`src/rtl/ysyx_22041461_ifu_if.sv`:
```
// ----------------------------------------------------------------------------
// ysyx_22041461_ifu_if
// Bundles the fetch unit's two handshakes plus the redirect input.
//   Instruction memory: imem_req_valid/imem_req_ready/imem_req_addr carry a
//     request; imem_rsp_valid/imem_rsp_data return the word (no ready).
//   Decoder: inst_valid/inst_ready qualify inst, pc and snpc.
//   Redirect: redirect_valid/redirect_pc select the next PC on acceptance.
// Handshake rule: a transfer happens on a rising edge where valid and ready
// are both high; valid never depends combinationally on ready, and payload
// stays stable while valid is high and ready is low.
// Modports: master = fetch unit side, slave = memory/decoder side.
// ----------------------------------------------------------------------------
interface ysyx_22041461_ifu_if;
    logic        imem_req_valid;
    logic        imem_req_ready;
    logic [63:0] imem_req_addr;
    logic        imem_rsp_valid;
    logic [31:0] imem_rsp_data;
    logic        inst_valid;
    logic        inst_ready;
    logic [31:0] inst;
    logic [63:0] pc;
    logic [63:0] snpc;
    logic        redirect_valid;
    logic [63:0] redirect_pc;

    modport master (
        output imem_req_valid, imem_req_addr, inst_valid, inst, pc, snpc,
        input  imem_req_ready, imem_rsp_valid, imem_rsp_data, inst_ready,
               redirect_valid, redirect_pc
    );

    modport slave (
        input  imem_req_valid, imem_req_addr, inst_valid, inst, pc, snpc,
        output imem_req_ready, imem_rsp_valid, imem_rsp_data, inst_ready,
               redirect_valid, redirect_pc
    );
endinterface

```
`src/rtl/ysyx_22041461_ifu.sv`:
```
// ----------------------------------------------------------------------------
// ysyx_22041461_ifu
// Instruction fetch unit. Owns the architectural PC, issues one fetch at a
// time to instruction memory and holds the fetched word for the decoder.
// On decoder acceptance the PC moves to snpc or to the redirect target.
// Ports:
//   clk, rst    clock, synchronous active-high reset
//   bus         ysyx_22041461_ifu_if.master (memory, decoder, redirect)
//   dbg_state   current FSM state (IDLE=0, REQ=1, WAIT=2, HOLD=3, FAULT=4)
//   fetch_fault only with IFU_MISALIGN_CHECK_EN: high once a misaligned PC
//               was about to be fetched, held until reset
// Build option: define IFU_MISALIGN_CHECK_EN to add the misalignment trap.
// ----------------------------------------------------------------------------
module ysyx_22041461_ifu #(
    parameter logic [63:0] RESET_PC = 64'h0000_0000_8000_0000,
    parameter int          INST_W   = 32
) (
    input  logic                       clk,
    input  logic                       rst,
    ysyx_22041461_ifu_if.master        bus,
`ifdef IFU_MISALIGN_CHECK_EN
    output logic                       fetch_fault,
`endif
    output logic [2:0]                 dbg_state
);

    typedef enum logic [2:0] {
        IDLE  = 3'd0,
        REQ   = 3'd1,
        WAIT  = 3'd2,
        HOLD  = 3'd3
`ifdef IFU_MISALIGN_CHECK_EN
        ,
        FAULT = 3'd4
`endif
    } state_t;

    localparam logic [INST_W-1:0] NOP = 32'h0000_0013;

    state_t            state;
    state_t            state_next;
    logic [63:0]       pc_q;
    logic [63:0]       pc_next;
    logic [63:0]       snpc_w;
    logic [INST_W-1:0] inst_q;
    logic [INST_W-1:0] inst_next;

    // Wraps modulo 2^64 with no overflow indication.
    assign snpc_w = pc_q + 64'd4;

    always_ff @(posedge clk) begin
        if (rst) begin
            state  <= IDLE;
            pc_q   <= RESET_PC;
            inst_q <= NOP;
        end else begin
            state  <= state_next;
            pc_q   <= pc_next;
            inst_q <= inst_next;
        end
    end

    always_comb begin
        state_next = state;
        pc_next    = pc_q;
        inst_next  = inst_q;
        case (state)
            IDLE: state_next = REQ;
            REQ: begin
`ifdef IFU_MISALIGN_CHECK_EN
                if (pc_q[1:0] != 2'b00) begin
                    state_next = FAULT;
                end else if (bus.imem_req_ready) begin
                    state_next = WAIT;
                end
`else
                if (bus.imem_req_ready) begin
                    state_next = WAIT;
                end
`endif
            end
            // Responses outside WAIT (stale or spurious) never reach here.
            WAIT: begin
                if (bus.imem_rsp_valid) begin
                    inst_next  = bus.imem_rsp_data;
                    state_next = HOLD;
                end
            end
            // Redirect is only looked at on the accepting edge.
            HOLD: begin
                if (bus.inst_ready) begin
                    pc_next    = bus.redirect_valid ? bus.redirect_pc : snpc_w;
                    state_next = REQ;
                end
            end
`ifdef IFU_MISALIGN_CHECK_EN
            FAULT: state_next = FAULT;
`endif
            default: state_next = IDLE;
        endcase
    end

    // Valids come from registered state (and registered pc) only.
`ifdef IFU_MISALIGN_CHECK_EN
    assign bus.imem_req_valid = (state == REQ) && (pc_q[1:0] == 2'b00);
    assign fetch_fault        = (state == FAULT);
`else
    assign bus.imem_req_valid = (state == REQ);
`endif
    assign bus.inst_valid    = (state == HOLD);
    assign bus.imem_req_addr = pc_q;
    assign bus.pc            = pc_q;
    assign bus.snpc          = snpc_w;
    assign bus.inst          = inst_q;
    assign dbg_state         = state;

endmodule

```
`src/flat_wrapper.sv`:
```
// flat-port wrapper written by rule: the top's interface ports become plain ports
module ysyx_22041461_ifu_flat 
#(
    parameter logic [63:0] RESET_PC = 64'h0000_0000_8000_0000,
    parameter int          INST_W   = 32
)
  (clk, rst, dbg_state, bus_imem_req_valid, bus_imem_req_addr, bus_inst_valid, bus_inst, bus_pc, bus_snpc, bus_imem_req_ready, bus_imem_rsp_valid, bus_imem_rsp_data, bus_inst_ready, bus_redirect_valid, bus_redirect_pc);
  ysyx_22041461_ifu_if bus_i ();
  input  logic clk;
  input  logic rst;
  output logic [2:0] dbg_state;
  output wire logic [$bits(bus_i.imem_req_valid)-1:0] bus_imem_req_valid;
  output wire logic [$bits(bus_i.imem_req_addr)-1:0] bus_imem_req_addr;
  output wire logic [$bits(bus_i.inst_valid)-1:0] bus_inst_valid;
  output wire logic [$bits(bus_i.inst)-1:0] bus_inst;
  output wire logic [$bits(bus_i.pc)-1:0] bus_pc;
  output wire logic [$bits(bus_i.snpc)-1:0] bus_snpc;
  input wire logic [$bits(bus_i.imem_req_ready)-1:0] bus_imem_req_ready;
  input wire logic [$bits(bus_i.imem_rsp_valid)-1:0] bus_imem_rsp_valid;
  input wire logic [$bits(bus_i.imem_rsp_data)-1:0] bus_imem_rsp_data;
  input wire logic [$bits(bus_i.inst_ready)-1:0] bus_inst_ready;
  input wire logic [$bits(bus_i.redirect_valid)-1:0] bus_redirect_valid;
  input wire logic [$bits(bus_i.redirect_pc)-1:0] bus_redirect_pc;
  assign bus_imem_req_valid = bus_i.imem_req_valid;
  assign bus_imem_req_addr = bus_i.imem_req_addr;
  assign bus_inst_valid = bus_i.inst_valid;
  assign bus_inst = bus_i.inst;
  assign bus_pc = bus_i.pc;
  assign bus_snpc = bus_i.snpc;
  assign bus_i.imem_req_ready = bus_imem_req_ready;
  assign bus_i.imem_rsp_valid = bus_imem_rsp_valid;
  assign bus_i.imem_rsp_data = bus_imem_rsp_data;
  assign bus_i.inst_ready = bus_inst_ready;
  assign bus_i.redirect_valid = bus_redirect_valid;
  assign bus_i.redirect_pc = bus_redirect_pc;
  ysyx_22041461_ifu #(.RESET_PC(RESET_PC), .INST_W(INST_W)) u_core (.clk(clk), .rst(rst), .bus(bus_i), .dbg_state(dbg_state));
endmodule
```
`config.mk`:
```
export PLATFORM = sky130hd
export DESIGN_NAME = ysyx_22041461_ifu_flat
export DESIGN_NICKNAME = d
export VERILOG_FILES = /design/src/rtl/ysyx_22041461_ifu_if.sv /design/src/rtl/ysyx_22041461_ifu.sv /design/src/flat_wrapper.sv
export SDC_FILE = /design/constraint.sdc
export NUM_CORES = 1
export LEC_CHECK = 0
export ABC_CLOCK_PERIOD_IN_PS = 2750
export CAP_MARGIN = 10
export CORE_UTILIZATION = 25
export DETAILED_ROUTE_END_ITERATION = 10
export HOLD_SLACK_MARGIN = 0.08
export PLACE_DENSITY = 0.53
export SLEW_MARGIN = 5
export SYNTH_ARGS = -nofsm -noshare
export SYNTH_HDL_FRONTEND = slang
export SYNTH_SLANG_ARGS = --single-unit
```
`constraint.sdc`:
```
create_clock -name clk -period 2.75 [get_ports clk]
set_clock_uncertainty 0.2 [all_clocks]
set_input_delay 0.6875 -clock clk [delete_from_list [all_inputs] [get_ports clk]]
set_output_delay 0.6875 -clock clk [all_outputs]
set_load 0.03 [all_outputs]
```
==> impl_results.md <==
* Status: finished, violations left
* Failing checks: design-rule violations, negative setup slack
* EDFF count, synth at 0
* Final min period at 3.21 ns
* Grt ovf at 0
* Type of destination of the critical path: output pin
* Sink Count at 98
* Post-synthesis async set-or-reset flop share at 0%
* Max_cap viols at 0
* Final WS setup at -0.456 ns
* Wirelength per Cell at 17.9 um
* Vias in the first global route at 8060
* I/O pin count at 331
* Fillers at 2519
* Fmax at 312 MHz
* Worst EP required at 1.86 ns
* Avg Inst Size Synth at 7.42 um^2
* WHS at 0.256 ns
* RSZ-0062 raised after global routing: true
* Tot GR Track Use at 21.7%
* Share of post-route cells with drive strength above 1 at 37.2%
* Max Used Layer: met4
* TNS Setup at -14.60 ns
* H-tree depth at 3
* Synth area leaders: dfxtp_1 (29%), nand2_1 (8.2%), buf_4 (7.7%)
* Biggest area consumer among synthesized cells: dfxtp_1
* Core Box Area at 0.0262 mm^2
* Min-delay worst type: reg -> reg
* Setup Viol. Count Final at 50
* Final Max Tran Viols at 0
* VDD IR-drop max at 344 uV
* Met2 wire length at 15.0 mm
* Worst-Skew Late Latency at 0.35 ns
* Post-synth top flop: dfxtp_1
* CTS hold repair buffers at 0
* Yosys reg bits at 98
* Pin count of the biggest net entering global routing at 56
* Setup crit start kind: flop
* Yosys cell types at 69
* Final period utilization at 117%
* HPWL Detailed at 23.3 mm
* Remaining DRCs at 22
* Final Hold Vio Count at 0
* CTS tree: done
* Routed metal-1 wirelength at 12.6 mm
* Leakage at 5.46 nW
* Avg Vias per Cell at 4.85
* Die ar. at 0.0275 mm^2
* Ys Warns at 0
* Crit Reg-Reg Startpoint: u_core.bus.imem_req_addr[2]$_SDFFE_PP0P_
* Critical path type: reg -> out
* DIE WIDTH at 166 um
* Port bufs at 329
* Global-route wire length before repair at 47.0 mm
* Initial core utilization at 25.6%
* Syn_nets at 1011
* Initial antenna violation count at 0
* Area Growth Syn to Fin at 97.3%
* PD cells at 362 mW/mm^2
* Flop-to-flop setup slack at 0.12 ns
* DIE HEIGHT at 166 um
* Post-synthesis instance area at 0.00672 mm^2
* Crit path from: u_core.bus.imem_req_addr[37]$_SDFFE_PP0P_
* Antenna fix cells at 0
* Sequential area share after synthesis at 29.2%
* Nets at 1452
* Drt total wl at 30.1 mm
* DR vias at 8169
* Routability cong. at 0.885
* Actual slew at the worst max-slew pin at 0.565 ns
* CTS clk-pin slew, worst paths at 0.08 ns
* Slew headroom at 62.3%
* Crit path DAT at 2.32 ns
* DR WL met3 at 2.02 mm
* TritonCTS buffer count at 9
* First drt pass iteration count at 9
* Initial DRC Count at 466
* Synth top area share at 29.2%
* CP Max Fanout at 5
* Mapped Cells at 905
* Hold path start: u_core.bus.inst[31]$_SDFFE_PP0P_
* Row cnt at 59
* Clk root buf: clkbuf_16
* Place WS at -0.259 ns
* Clk buf depth at 2
* Number of routed nets with antenna violations at 0
==> through the flow <==
step / total power [W] / std cells / utilization, % / cell area, um^2
after global placement: 0.00350 / 1625 / 45.0 / 11800
after detailed placement: 0.00350 / 1625 / 45.0 / 11800
after global routing: 0.00504 / 1686 / 50.6 / 13300
final: 0.00480 / 1686 / 50.6 / 13300
after CTS: 0.00484 / 1667 / 48.5 / 12700
after floorplan: 0.00271 / 905 / - / 7480
==> layout by cell type (no fill, tap or decap), types with 30 or more instances in the layout <==
cell type / count
clkdlybuf4s50_1: 267
nor2_1: 52
buf_6: 76
dfxtp_1: 45
nand3_1: 30
nand2_1: 136
buf_4: 201
a21oi_1: 70
dfxtp_4: 30
o21ai_0: 34
==> worst paths after layout <==
kind | end | cells after the start
setup / recovery | bus_snpc[56] | 6
hold / removal | u_core.bus.inst[31]$_SDFFE_PP0P_ | 2
setup reg to reg | u_core.bus.imem_req_addr[63]$_SDFFE_PP0P_ | 9
hold reg to reg | u_core.bus.inst[31]$_SDFFE_PP0P_ | 2
==> sequential cells by signal, indices dropped and copies added, names as in the netlist <==
register and count:
u_core.bus.inst 32, u_core.bus.imem_req_addr 64, u_core.dbg_state 2
==> per-layer routing <==
layer,global-route usage (%),vias up
met3,4.67,21
met4,4.92,0
met2,38.0,295
li1,-,4018
met1,27.1,3835
met5,0,-
==> critical path, cell delays in order, from the launching register on <==
cell	delay (ns)
dfxtp_2	0.36
nand4_1	0.14
or3_4	0.48
nor4_4	0.34
and4b_2	0.34
xor2_4	0.15
buf_6	0.14
==> final cells by class <==
class	instances	area (um^2)	area share [%]
Multi-Input combinational cell	661	5030	37.9
Timing Repair Buffer	563	5360	40.4
Clock buffer	9	225	1.70
Inverter	13	48.8	0.368
Clock inverter	7	70.1	0.529
Sequential cell	98	2100	15.9
Tap cell	335	419	3.16
==> cells by family (layout without fill, tap and decap cells) <==
family,count (synthesis),in the layout,share of synthesized area [%]
and+or+nand+nor,389,389,29.1
AOI/OAI and AO/OA,199,199,19.0
buffers and inverters,146,592,12.9
DFF,98,98,29.2
xor gates and xnor gates,59,59,7.69
muxes,9,9,1.36
adders and majority gates,4,4,0.745
other,1,1,0.0558
==> where the power goes <==
part | switching (W) | internal (W)
clock network | 0.000652 | 0.000641
logic | 0.00107 | 0.000826
registers | 0.0000925 | 0.00152
==> cell usage after synthesis (all sizes together), types with 2 or more instances <==
cell,count
a211oi,3
a22oi,10
nor2,67
xnor2,30
o41ai,3
inv,13
nand3,41
xor2,29
o31a,3
o211ai,4
o21ai,36
a21o,4
or3,7
buf,82
nand4,29
a22o,9
nor2b,5
nand2,147
nor4,19
a21oi,70
and4,8
ha,4
a31oi,17
and3,22
nand2b,4
a32o,12
mux2i,8
a2bb2oi,3
and2,4
o21bai,2
or4,4
o31ai,11
clkbuf,49
o311ai,2
o21a,2
dfxtp,98
nor3,26
or2,3
a32oi,2
==> what timing repair did <==
action	in CTS	in global routing
setup buffers	26	23
pin swaps	51	59
endpoints found under the setup margin	57	58
resized for setup	98	97
No activity file was read; power rests on OpenSTA's default activity.
